[src/rtl/csr_pkg.sv]
// csr_pkg: CSR addresses, mstatus bit positions and sequencer types shared by the trap sequencer.
package csr_pkg;
    localparam int CSR_MSTATUS = 'h300;
    localparam int CSR_MTVEC   = 'h305;
    localparam int CSR_MEPC    = 'h341;
    localparam int CSR_MCAUSE  = 'h342;
    localparam int CSR_MTVAL   = 'h343;
    localparam int MST_MIE     = 3;
    localparam int MST_MPIE    = 7;
    localparam int MST_MPP_LO  = 11;
    localparam int MST_MPP_HI  = 12;
    typedef enum logic [2:0] {IDLE, T_MEPC, T_MCAUSE, T_MTVAL, T_MSTAT, R_MSTAT, REDIR} state_e;
    typedef enum logic {K_TRAP, K_MRET} kind_e;
endpackage

[src/rtl/mstatus_upd.sv]
// mstatus_upd: combinational mstatus rewrite for trap entry (i_kind=0) and mret (i_kind=1).
module mstatus_upd import csr_pkg::*; #(
    parameter int DATA_WIDTH = 64
) (
    input  logic [DATA_WIDTH-1:0] i_old,
    input  logic                  i_kind,
    output logic [DATA_WIDTH-1:0] o_new
);
    always_comb begin
        o_new = i_old;
        o_new[MST_MIE] = i_kind ? i_old[MST_MPIE] : 1'b0;
        o_new[MST_MPIE] = i_kind ? 1'b1 : i_old[MST_MIE];
        o_new[MST_MPP_HI:MST_MPP_LO] = 2'b11;
    end
endmodule

[src/rtl/csr_trap_seq.sv]
// csr_trap_seq: sequences trap-entry / mret CSR updates and the fetch redirect.
// Define CSR_TRAP_SEQ_MTVAL_EN to add the mtval write step to the trap path.
module csr_trap_seq import csr_pkg::*; #(
    parameter int DATA_WIDTH    = 64,
    parameter int CSRADDR_WIDTH = 12
) (
    input  logic                     clk,
    input  logic                     rst_n,
    input  logic                     trap_req,
    input  logic                     mret_req,
    input  logic [DATA_WIDTH-1:0]    trap_pc,
    input  logic [DATA_WIDTH-1:0]    trap_cause,
    input  logic [DATA_WIDTH-1:0]    trap_tval,
    output logic [CSRADDR_WIDTH-1:0] rcsaddr,
    input  logic [DATA_WIDTH-1:0]    rcsdata,
    output logic                     csr_wen,
    output logic [CSRADDR_WIDTH-1:0] wcsaddr,
    output logic [DATA_WIDTH-1:0]    wcsdata,
    output logic                     busy,
    output logic                     redirect_valid,
    output logic [DATA_WIDTH-1:0]    redirect_pc
);
    state_e                r_state;
    kind_e                 r_kind;
    logic [DATA_WIDTH-1:0] r_pc;
    logic [DATA_WIDTH-1:0] r_cause;
    logic [DATA_WIDTH-1:0] w_tval;
    logic [DATA_WIDTH-1:0] w_mstat_new;

    always_ff @(posedge clk or negedge rst_n) begin
        if (!rst_n) begin
            r_state <= IDLE;
            r_kind  <= K_TRAP;
            r_pc    <= '0;
            r_cause <= '0;
        end else begin
            case (r_state)
                IDLE: begin
                    if (trap_req) begin
                        r_kind  <= K_TRAP;
                        r_pc    <= trap_pc;
                        r_cause <= trap_cause;
                        r_state <= T_MEPC;
                    end else if (mret_req) begin
                        r_kind  <= K_MRET;
                        r_state <= R_MSTAT;
                    end
                end
                T_MEPC: r_state <= T_MCAUSE;
`ifdef CSR_TRAP_SEQ_MTVAL_EN
                T_MCAUSE: r_state <= T_MTVAL;
`else
                T_MCAUSE: r_state <= T_MSTAT;
`endif
                T_MTVAL: r_state <= T_MSTAT;
                T_MSTAT, R_MSTAT: r_state <= REDIR;
                default: r_state <= IDLE;
            endcase
        end
    end

`ifdef CSR_TRAP_SEQ_MTVAL_EN
    logic [DATA_WIDTH-1:0] r_tval;
    always_ff @(posedge clk or negedge rst_n) begin
        if (!rst_n)
            r_tval <= '0;
        else if (r_state == IDLE && trap_req)
            r_tval <= trap_tval;
    end
    assign w_tval = r_tval;
`else
    logic w_unused_tval;
    assign w_unused_tval = ^trap_tval;
    assign w_tval = '0;
`endif

    mstatus_upd #(.DATA_WIDTH(DATA_WIDTH)) u_mstatus_upd (
        .i_old  (rcsdata),
        .i_kind (r_kind == K_MRET),
        .o_new  (w_mstat_new)
    );

    // Outputs depend on the state register only, so requests never reach them combinationally.
    assign busy           = r_state != IDLE;
    assign redirect_valid = r_state == REDIR;
    assign csr_wen        = busy && !redirect_valid;
    assign redirect_pc    = redirect_valid ? {rcsdata[DATA_WIDTH-1:2], 2'b00} : '0;
    assign rcsaddr        = (r_state == T_MSTAT || r_state == R_MSTAT) ? CSRADDR_WIDTH'(CSR_MSTATUS) :
                            !redirect_valid ? '0 :
                            r_kind == K_MRET ? CSRADDR_WIDTH'(CSR_MEPC) : CSRADDR_WIDTH'(CSR_MTVEC);

    always_comb begin
        wcsaddr = '0;
        wcsdata = '0;
        case (r_state)
            T_MEPC: begin
                wcsaddr = CSRADDR_WIDTH'(CSR_MEPC);
                wcsdata = r_pc;
            end
            T_MCAUSE: begin
                wcsaddr = CSRADDR_WIDTH'(CSR_MCAUSE);
                wcsdata = r_cause;
            end
            T_MTVAL: begin
                wcsaddr = CSRADDR_WIDTH'(CSR_MTVAL);
                wcsdata = w_tval;
            end
            T_MSTAT, R_MSTAT: begin
                wcsaddr = CSRADDR_WIDTH'(CSR_MSTATUS);
                wcsdata = w_mstat_new;
            end
            default: ;
        endcase
    end
endmodule
[config.mk]
export PLATFORM = sky130hd
export DESIGN_NAME = csr_trap_seq
export DESIGN_NICKNAME = d
export VERILOG_FILES = /design/src/rtl/csr_pkg.sv /design/src/rtl/mstatus_upd.sv /design/src/rtl/csr_trap_seq.sv
export SDC_FILE = /design/constraint.sdc
export NUM_CORES = 1
export LEC_CHECK = 0
export ABC_AREA = 1
export ABC_CLOCK_PERIOD_IN_PS = 2100
export BUFFER_PORTS_ARGS = -buffer_cell sky130_fd_sc_hd__buf_2
export CORE_MARGIN = 3
export CORE_UTILIZATION = 26
export CTS_CLUSTER_DIAMETER = 50
export DETAILED_ROUTE_END_ITERATION = 16
export SETUP_SLACK_MARGIN = 0.2
export SYNTH_ARGS = -nofsm -noshare
export SYNTH_HDL_FRONTEND = slang
export SYNTH_SLANG_ARGS = --single-unit
[constraint.sdc]
create_clock -name clk -period 2.1 [get_ports clk]
set_clock_uncertainty 0.2 [all_clocks]
set_input_delay 0.42 -clock clk [delete_from_list [all_inputs] [get_ports clk]]
set_output_delay 0.42 -clock clk [all_outputs]
set_load 0.005 [all_outputs]
---- Word level (Yosys, flattened, before mapping) ----
Index checks and enable logic that the tools add are counted.
storage, ports and cells
  register bits after elaboration ......... 132
  output and inout port bits .............. 155
operators by class
  multiplexer cells ....................... 13
  equal/unequal tests ..................... 7
  reductions and logical operators ........ 10
operator list
  kind                count
  $pmux 64 s3         1
  $mux 64             1
  $pmux 10 s4         1
  $mux 10             2
  $pmux 3 s4          1
  $eq 3x3->1 const B  3
  $mux 7              1
  $eq 3x2->1 const B  2
  $mux 3              2
  $mux 1              4
  $reduce_and 2->1    2
  $reduce_or 2->1     2
  $eq 3x1->1 const B  1
  $logic_not 3->1     1
  $ne 3x3->1 const B  1
  $reduce_bool 3->1   1
  $reduce_bool 2->1   1
  $logic_and 1x1->1   1
  $logic_not 1->1     1
  $logic_or 1x1->1    1

---- Longest topological paths before layout ----
Gate-level depths: netlist of the first run.
  depth in word-level cells ............... 3
  mapped depth ............................ 8
  mapped depth without buffers ............ 5

---- By module ----
A second synthesis of the first run with hierarchy kept.
second synthesis, totals
  cell total of the unflattened synthesis .. 1,126
  area, all modules ....................... 8,104.0 um^2
modules (own cells, without submodules)
  module        instances  cells an instance  area an instance (um^2)
  csr_trap_seq  1          1,058              7,616.1
  mstatus_upd   1          68                 488.0

---- Worst setup path before layout of the first run ----
No wires, ideal clock.
  path type ............................... flip-flop to output port
  start point ............................. reg r_state[0]
  end point ............................... out rcsaddr[9]
  buffers on the path ..................... 4
  setup slack ............................. 321 ps
  stages on the path, launching flop included .. 8
  arrival ................................. 1,159 ps
  cells stage by stage .................... dfrtp_1 -> buf_2 -> nor2_4 -> inv_2 -> buf_6 -> buf_6 -> nand2_1 -> buf_4
on the way
  longest elaborated chain between the ends .. 3
  elaborated cells between the ends (all ways) .. 6
  those cells by class .................... 3 x eq/ne; 2 x mux; 1 x reduce/logical
RTL lines
  what                      line                RTL
  start: declaration        csr_trap_seq.sv:23  state_e r_state;
  start signal: assignment  csr_trap_seq.sv:32  r_state <= IDLE;
  start signal: assignment  csr_trap_seq.sv:43  r_state <= T_MEPC;
  start signal: assignment  csr_trap_seq.sv:46  r_state <= R_MSTAT;
  $eq 3x3->1                csr_trap_seq.sv:85  assign redirect_valid = r_state == REDIR;
  net redirect_valid        csr_trap_seq.sv:20  output logic redirect_valid,
  $mux 10                   csr_trap_seq.sv:89  !redirect_valid ? '0 :
  $mux 10                   csr_trap_seq.sv:88  assign rcsaddr = (r_state == T_MSTAT || r_state == R_MSTAT) ? CSRADDR_WIDTH'(CSR_MSTATUS) :
  end: declaration          csr_trap_seq.sv:14  output logic [CSRADDR_WIDTH-1:0] rcsaddr,
The timed path passes the listed nets, and every way through them passes these cells.

---- Worst setup path in the final report of the first run ----
  start point ............................. reg r_state[1]
  end point ............................... out wcsdata[46]
on the way
  longest elaborated chain between the ends .. 3
  elaborated cells between the ends (all ways) .. 6
  those cells by class .................... 4 x eq/ne; 1 x mux; 1 x reduce/logical
RTL lines
  what              line                RTL
  $eq 3x3->1        csr_trap_seq.sv:95  case (r_state)
  $reduce_or 2->1   csr_trap_seq.sv:95
  $pmux 64 s3 (*)   csr_trap_seq.sv:95
  end: declaration  csr_trap_seq.sv:18  output logic [DATA_WIDTH-1:0] wcsdata,
Mark *: on every way between the ends. The rest lies on a longest branch, timed or not.

==> results.yml, run 1 <==
final_layout:
  area_growth_pct: 55.3
  layout.nets: 1664
  layout-drive-gt1-share: 0.390
  fin_util: 0.413
  stdcell_count: 1802
die:
  die_width_um: 178
  num_rows: 62
  die_y_um: 178
  start_util: 0.266
  boundaryPins: 415
  dieArea_sq_um: 31700
  core-area_sq_um: 28900
sta:
  finalCriticalPeriod_ns: 2.38
  setup-tns-final_ns: -28.01
  slew-limit-headroom: 0.644
  worstMarginPinSlew_ns: 0.535
  setup_viol: 136
  holdWs_ns: 0.0562
  finalCritPeriodShare: 1.13
  rsz0062_at_grt: "yes"
  drv_slew: 0
  timing.final.ws_setup_ns: -0.282
  hold_viol: 0
  max_freq_mhz: 420
clock_network:
  path_clk_slew_ns: 0.07
  cts_buffers: 17
  cts_tree: "yes"
  root_buffer: "clkbuf_16"
  insertion_delay_ns: 0.41
  htree_levels: 4
  clock_path_buffers: 2
  clock_sinks: 132
outcome:
  status: "finished, violations left"
  violations: "setup timing"
setup_path:
  crit_path_start_kind: "flip-flop"
  required_ns: 1.48
  path_class: "flip-flop to output pin"
  path_max_fanout: 15
  endpoint_kind: "output pin"
  crit_arrival_ns: 1.76
yosys:
  synth_area_sq_um: 7690
  postSynthCellCount: 1055
  ys_ff_latch: 132
  yosysTopAreaCellShare: 0.429
  seq_area_frac_synth: 0.429
  ys_top_cells_by_area: "dfrtp_1 (43%), nand2_1 (16%), nand4_1 (16%)"
  synthDistinctLibCells: 18
  syn_area_per_cell_sq_um: 7.29
  synth_top_area_cell: "dfrtp_1"
  synth-warning-count: 0
route:
  route.detailed.drc: 0
  vias: 9218
  drtAntennaViolNets: 0
  first_pass_iters: 5
  vias_per_cell: 5.12
  drt_iter0_drc: 695
  wl_um: 35900
  avgRoutedWirePerCell_um: 19.9
place:
  dpl.cell_count: 1710
  portBuffers: 334
  gp_congestion: 0.823
  hpwlAfterDp_um: 20000
global_routing:
  antenna_found_initial: 1
  grt_usage: 0.194
  grt_pass1_wl_um: 48100
  grt_max_degree: 94
  grt_pass1_vias: 8581
  overflow: 0
min_path:
  min_path_type: "primary input to flip-flop"
power_and_ir_drop:
  powerDensity_nw_per_um2: 1490
  ir_worst_vdd_v: 0.000663
  p_leak_nw: 6.58
run:
  cap_violations: 0
-- flip-flops by register name, summed over array words and instances (netlist names) --
name and cells:
r_pc 64, r_kind 1, r_state 3, r_cause 64
-- routing by layer --
layer	part of all wire	GRT usage	vias up
met2	0.48	0.322	486
met3	0.075	0.0328	42
li1	-	-	4239
met1	0.42	0.259	4451
met5	0	0	-
met4	0.020	0.0612	0
-- through the flow --
stage / setup WS, ns / instance area [sq um] / total power [W]
6_report: -0.282 / 11900 / 0.0178
5_1_grt: -0.372 / 11900 / 0.0190
4_1_cts: -0.270 / 11100 / 0.0162
3_5_place_dp: 0.0246 / 9790 / 0.0117
3_3_place_gp: 0.0314 / 9790 / 0.0115
2_1_floorplan: 0.321 / 7750 / 0.00865
-- worst max-delay path, cell delays in order (launching register included) --
cell and delay [ns]:
dfrtp_2 0.44, buf_6 0.14, nor2_4 0.15, buf_4 0.17, clkbuf_16 0.18, nand2_1 0.07, nand3_1 0.08, buf_2 0.12
-- cells by family after synthesis --
| kind of cell | share of synthesized area |
|---|---|
| and+or+nand+nor | 0.444 |
| AOI/OAI and AO/OA | 0.00195 |
| buffers and inverters | 0.124 |
| DFF | 0.429 |
| other | 0.000488 |
-- cell usage in the layout (no fill, tap or decap), drive strengths merged --
cell type,n
buf,420
nand2,327
nand4,194
dfrtp,132
nand3,130
inv,77
nor2,74
clkbuf,32
conb,16
clkinvlp,4
clkinv,4
bufinv,2
a21oi,2
diode,1
o21ai,1
bufbuf,1
dlygate4sd3,1
-- path summary, 6_finish.rpt --
check / to / cells after the start / from / slack (ns)
hold / removal: r_pc[5] / 3 / trap_pc[5] / 0.06
setup / recovery: wcsdata[46] / 7 / r_state[1] / -0.28
hold reg to reg: r_pc[48] / 2 / r_pc[48] / 0.27
max in group asynchronous: r_pc[55] / 3 / rst_n / 0.71
setup reg to reg: r_cause[40] / 10 / r_state[1] / 0.04
min in group asynchronous: r_cause[61] / 2 / rst_n / 0.33
-- cells in the mapped netlist (all sizes together) --
master	count
nand2	327
nand4	194
dfrtp	132
nand3	130
buf	95
nor2	74
inv	71
clkbuf	28
a21oi	2
conb	1
o21ai	1
-- where the power goes --
part           internal, W  switching (W)  leakage [nW]
Clock              0.00177        0.00127         0.274
Combinational      0.00450        0.00581          4.66
Sequential         0.00372       0.000768          1.65
-- cell type report --
class	instances	area (sq um)
antenna	1	2.50
clock buffer	18	429
clock inverter	14	153
fill	2953	17000
inverter	71	293
multi-input combinational	744	3870
sequential	132	3310
tap	384	480
timing repair buffer	436	3390
timing repair inverter	2	28.8
-- timing repair --
item,CTS,global route
pin swaps,5,8
hold endpoints to repair,43,0
setup buffers,20,10
resized for setup,60,92
setup endpoints to repair,139,269
hold buffers,1,0
cloned,10,18
Note: power is estimated with default switching activity, not from simulation.
==> run 2, diff against run 1 <==
--- a/config.mk
+++ b/config.mk
@@ -15,4 +15,5 @@
 export SETUP_SLACK_MARGIN = 0.2
 export SYNTH_ARGS = -nofsm -noshare
 export SYNTH_HDL_FRONTEND = slang
+export SYNTH_HIERARCHICAL = 1
 export SYNTH_SLANG_ARGS = --single-unit
==> results.yml, run 2 <==
sta:
  holdWs_ns: 0.0549
  max_freq_mhz: 425
  timing.final.ws_setup_ns: -0.251
  hold_viol: 0
  drv_slew: 0
  finalCriticalPeriod_ns: 2.35
  setup_viol: 137
  finalCritPeriodShare: 1.12
  setup-tns-final_ns: -23.28
  rsz0062_at_grt: "yes"
yosys:
  synth_area_sq_um: 8100
  synth-warning-count: 6
  ys_ff_latch: 132
  postSynthCellCount: 1126
  ys_top_cells_by_count: "nand2_1 (329), nand4_1 (193), dfrtp_1 (132), nand3_1 (130), buf_4 (81)"
  syn_area_per_cell_sq_um: 7.20
  seq_area_frac_synth: 0.408
  synthArstFlopShare: 1.00
  synthDistinctLibCells: 17
  ys_top_cells_by_area: "dfrtp_1 (41%), nand2_1 (15%), nand4_1 (15%)"
  synth_top_area_cell: "dfrtp_1"
  synth-edff-count: 0
  yosysTopAreaCellShare: 0.408
  yosysMostFrequentCell: "nand2_1"
  synthFlopType: "dfrtp_1"
final_layout:
  layout.nets: 1637
  layout-drive-gt1-share: 0.354
  stdcell_count: 1788
  layout.cells.most_common: "buf_2"
  final_cell_mix: "buf_2 (328), nand2_1 (314), nand4_1 (193), dfrtp_1 (129), nand3_1 (102)"
  seq_area_sq_um: 3310
  fillers: 3227
  area_growth_pct: 39.4
  multi_input_area_sq_um: 3700
  largestRegisters: "r_cause x64, r_pc x64, r_state x3"
route:
  wl_um: 34600
  vias_per_cell: 4.93
  first_pass_iters: 5
  vias: 8810
  drt_iter0_drc: 680
  route.detailed.drc: 0
  drtAntennaViolNets: 0
  avgRoutedWirePerCell_um: 19.3
clock_network:
  root_buffer: "clkbuf_16"
  clock_path_buffers: 2
  cts_tree: "yes"
  clock_sinks: 132
  insertion_delay_ns: 0.42
  path_clk_slew_ns: 0.07
  cts_buffers: 17
  htree_levels: 4
power_and_ir_drop:
  p_leak_nw: 6.36
  total_power_w: 0.0166
  powerDensity_nw_per_um2: 1470
  ir_worst_vdd_v: 0.000719
setup_path:
  path_max_fanout: 21
  path_class: "flip-flop to output pin"
  endpoint_kind: "output pin"
  required_ns: 1.48
  crit_path_start_kind: "flip-flop"
  crit_arrival_ns: 1.73
outcome:
  violations: "setup timing"
  status: "finished, violations left"
die:
  start_util: 0.264
  die_width_um: 183
  num_rows: 64
  die_y_um: 183
  boundaryPins: 415
  dieArea_sq_um: 33300
  core-area_sq_um: 30700
global_routing:
  grt_pass1_vias: 8432
  grt_max_degree: 67
  grt_usage: 0.186
  antenna_found_initial: 2
  grt_pass1_wl_um: 48600
  overflow: 0
place:
  hpwlAfterDp_um: 20400
  gp_congestion: 0.791
  dpl.cell_count: 1726
  dp_slack_ns: 0.128
  portBuffers: 334
min_path:
  min_path_type: "primary input to flip-flop"
run:
  cap_violations: 0
[run 2: worst paths after layout]
path                                     start     endpoint  slack, ns  cells after the start
max in group asynchronous                rst_n     r_pc[57]       0.81                      3
worst min register to register        r_pc[29]     r_pc[29]       0.27                      2
worst max register to register      r_state[2]   r_cause[5]       0.03                      9
min in group asynchronous                rst_n      r_pc[8]       0.27                      2
worst max-delay path                r_state[1]  wcsdata[44]      -0.25                      5
worst min-delay path            trap_cause[18]  r_cause[18]       0.05                      3
[run 2: logic make-up (layout without fill, tap and decap cells)]
family / after synthesis / after routing / share of synthesized area
AND/OR/NAND/NOR: 725 / 725 / 0.417
buffers and inverters: 264 / 512 / 0.173
flip-flops: 132 / 132 / 0.408
AO/OA/AOI/OAI: 3 / 3 / 0.00185
other: 2 / 20 / 0.000927
[run 2: area by class of cell]
| class | instances | share of cell area |
|---|---|---|
| clock buffer | 18 | 0.0389 |
| multi-input combinational | 746 | 0.328 |
| inverter | 77 | 0.0271 |
| timing repair buffer | 403 | 0.254 |
| tap | 396 | 0.0438 |
| sequential | 132 | 0.293 |
| clock inverter | 14 | 0.0156 |
| antenna | 2 | 0.000443 |
[run 2: critical path: stages (launching register included)]
cell and delay [ns]:
dfrtp_2 0.47, inv_4 0.11, buf_4 0.27, nand4_1 0.21, nand3_1 0.13, buf_2 0.12
[run 2: metal layers]
| layer | part of all wire | routed length (um) | global-route usage | up-vias |
|---|---|---|---|---|
| li1 | - | - | - | 4160 |
| met1 | 0.44 | 15200 | 0.248 | 4244 |
| met2 | 0.48 | 16600 | 0.304 | 369 |
| met3 | 0.064 | 2210 | 0.0389 | 35 |
| met4 | 0.017 | 601 | 0.0533 | 2 |
| met5 | 0.00038 | 13 | 0 | - |
[run 2: power by group]
group | switching [W] | internal, W
clock | 0.00128 | 0.00191
combinational | 0.00530 | 0.00373
sequential | 0.000721 | 0.00371
[run 2: timing repair]
action,4_1_cts,5_1_grt
pin swaps,3,8
hold buffers,1,0
gates cloned,6,9
resized for setup,32,60
setup buffers,9,3
hold endpoints to repair,32,0
endpoints found under the setup margin,242,269
[run 2: metrics by stage]
step            util  area (sq um)
5_1_grt        0.368         11300
6_report       0.368         11300
3_5_place_dp   0.319          9770
3_3_place_gp   0.319          9770
4_1_cts        0.353         10800
2_1_floorplan      -          8160
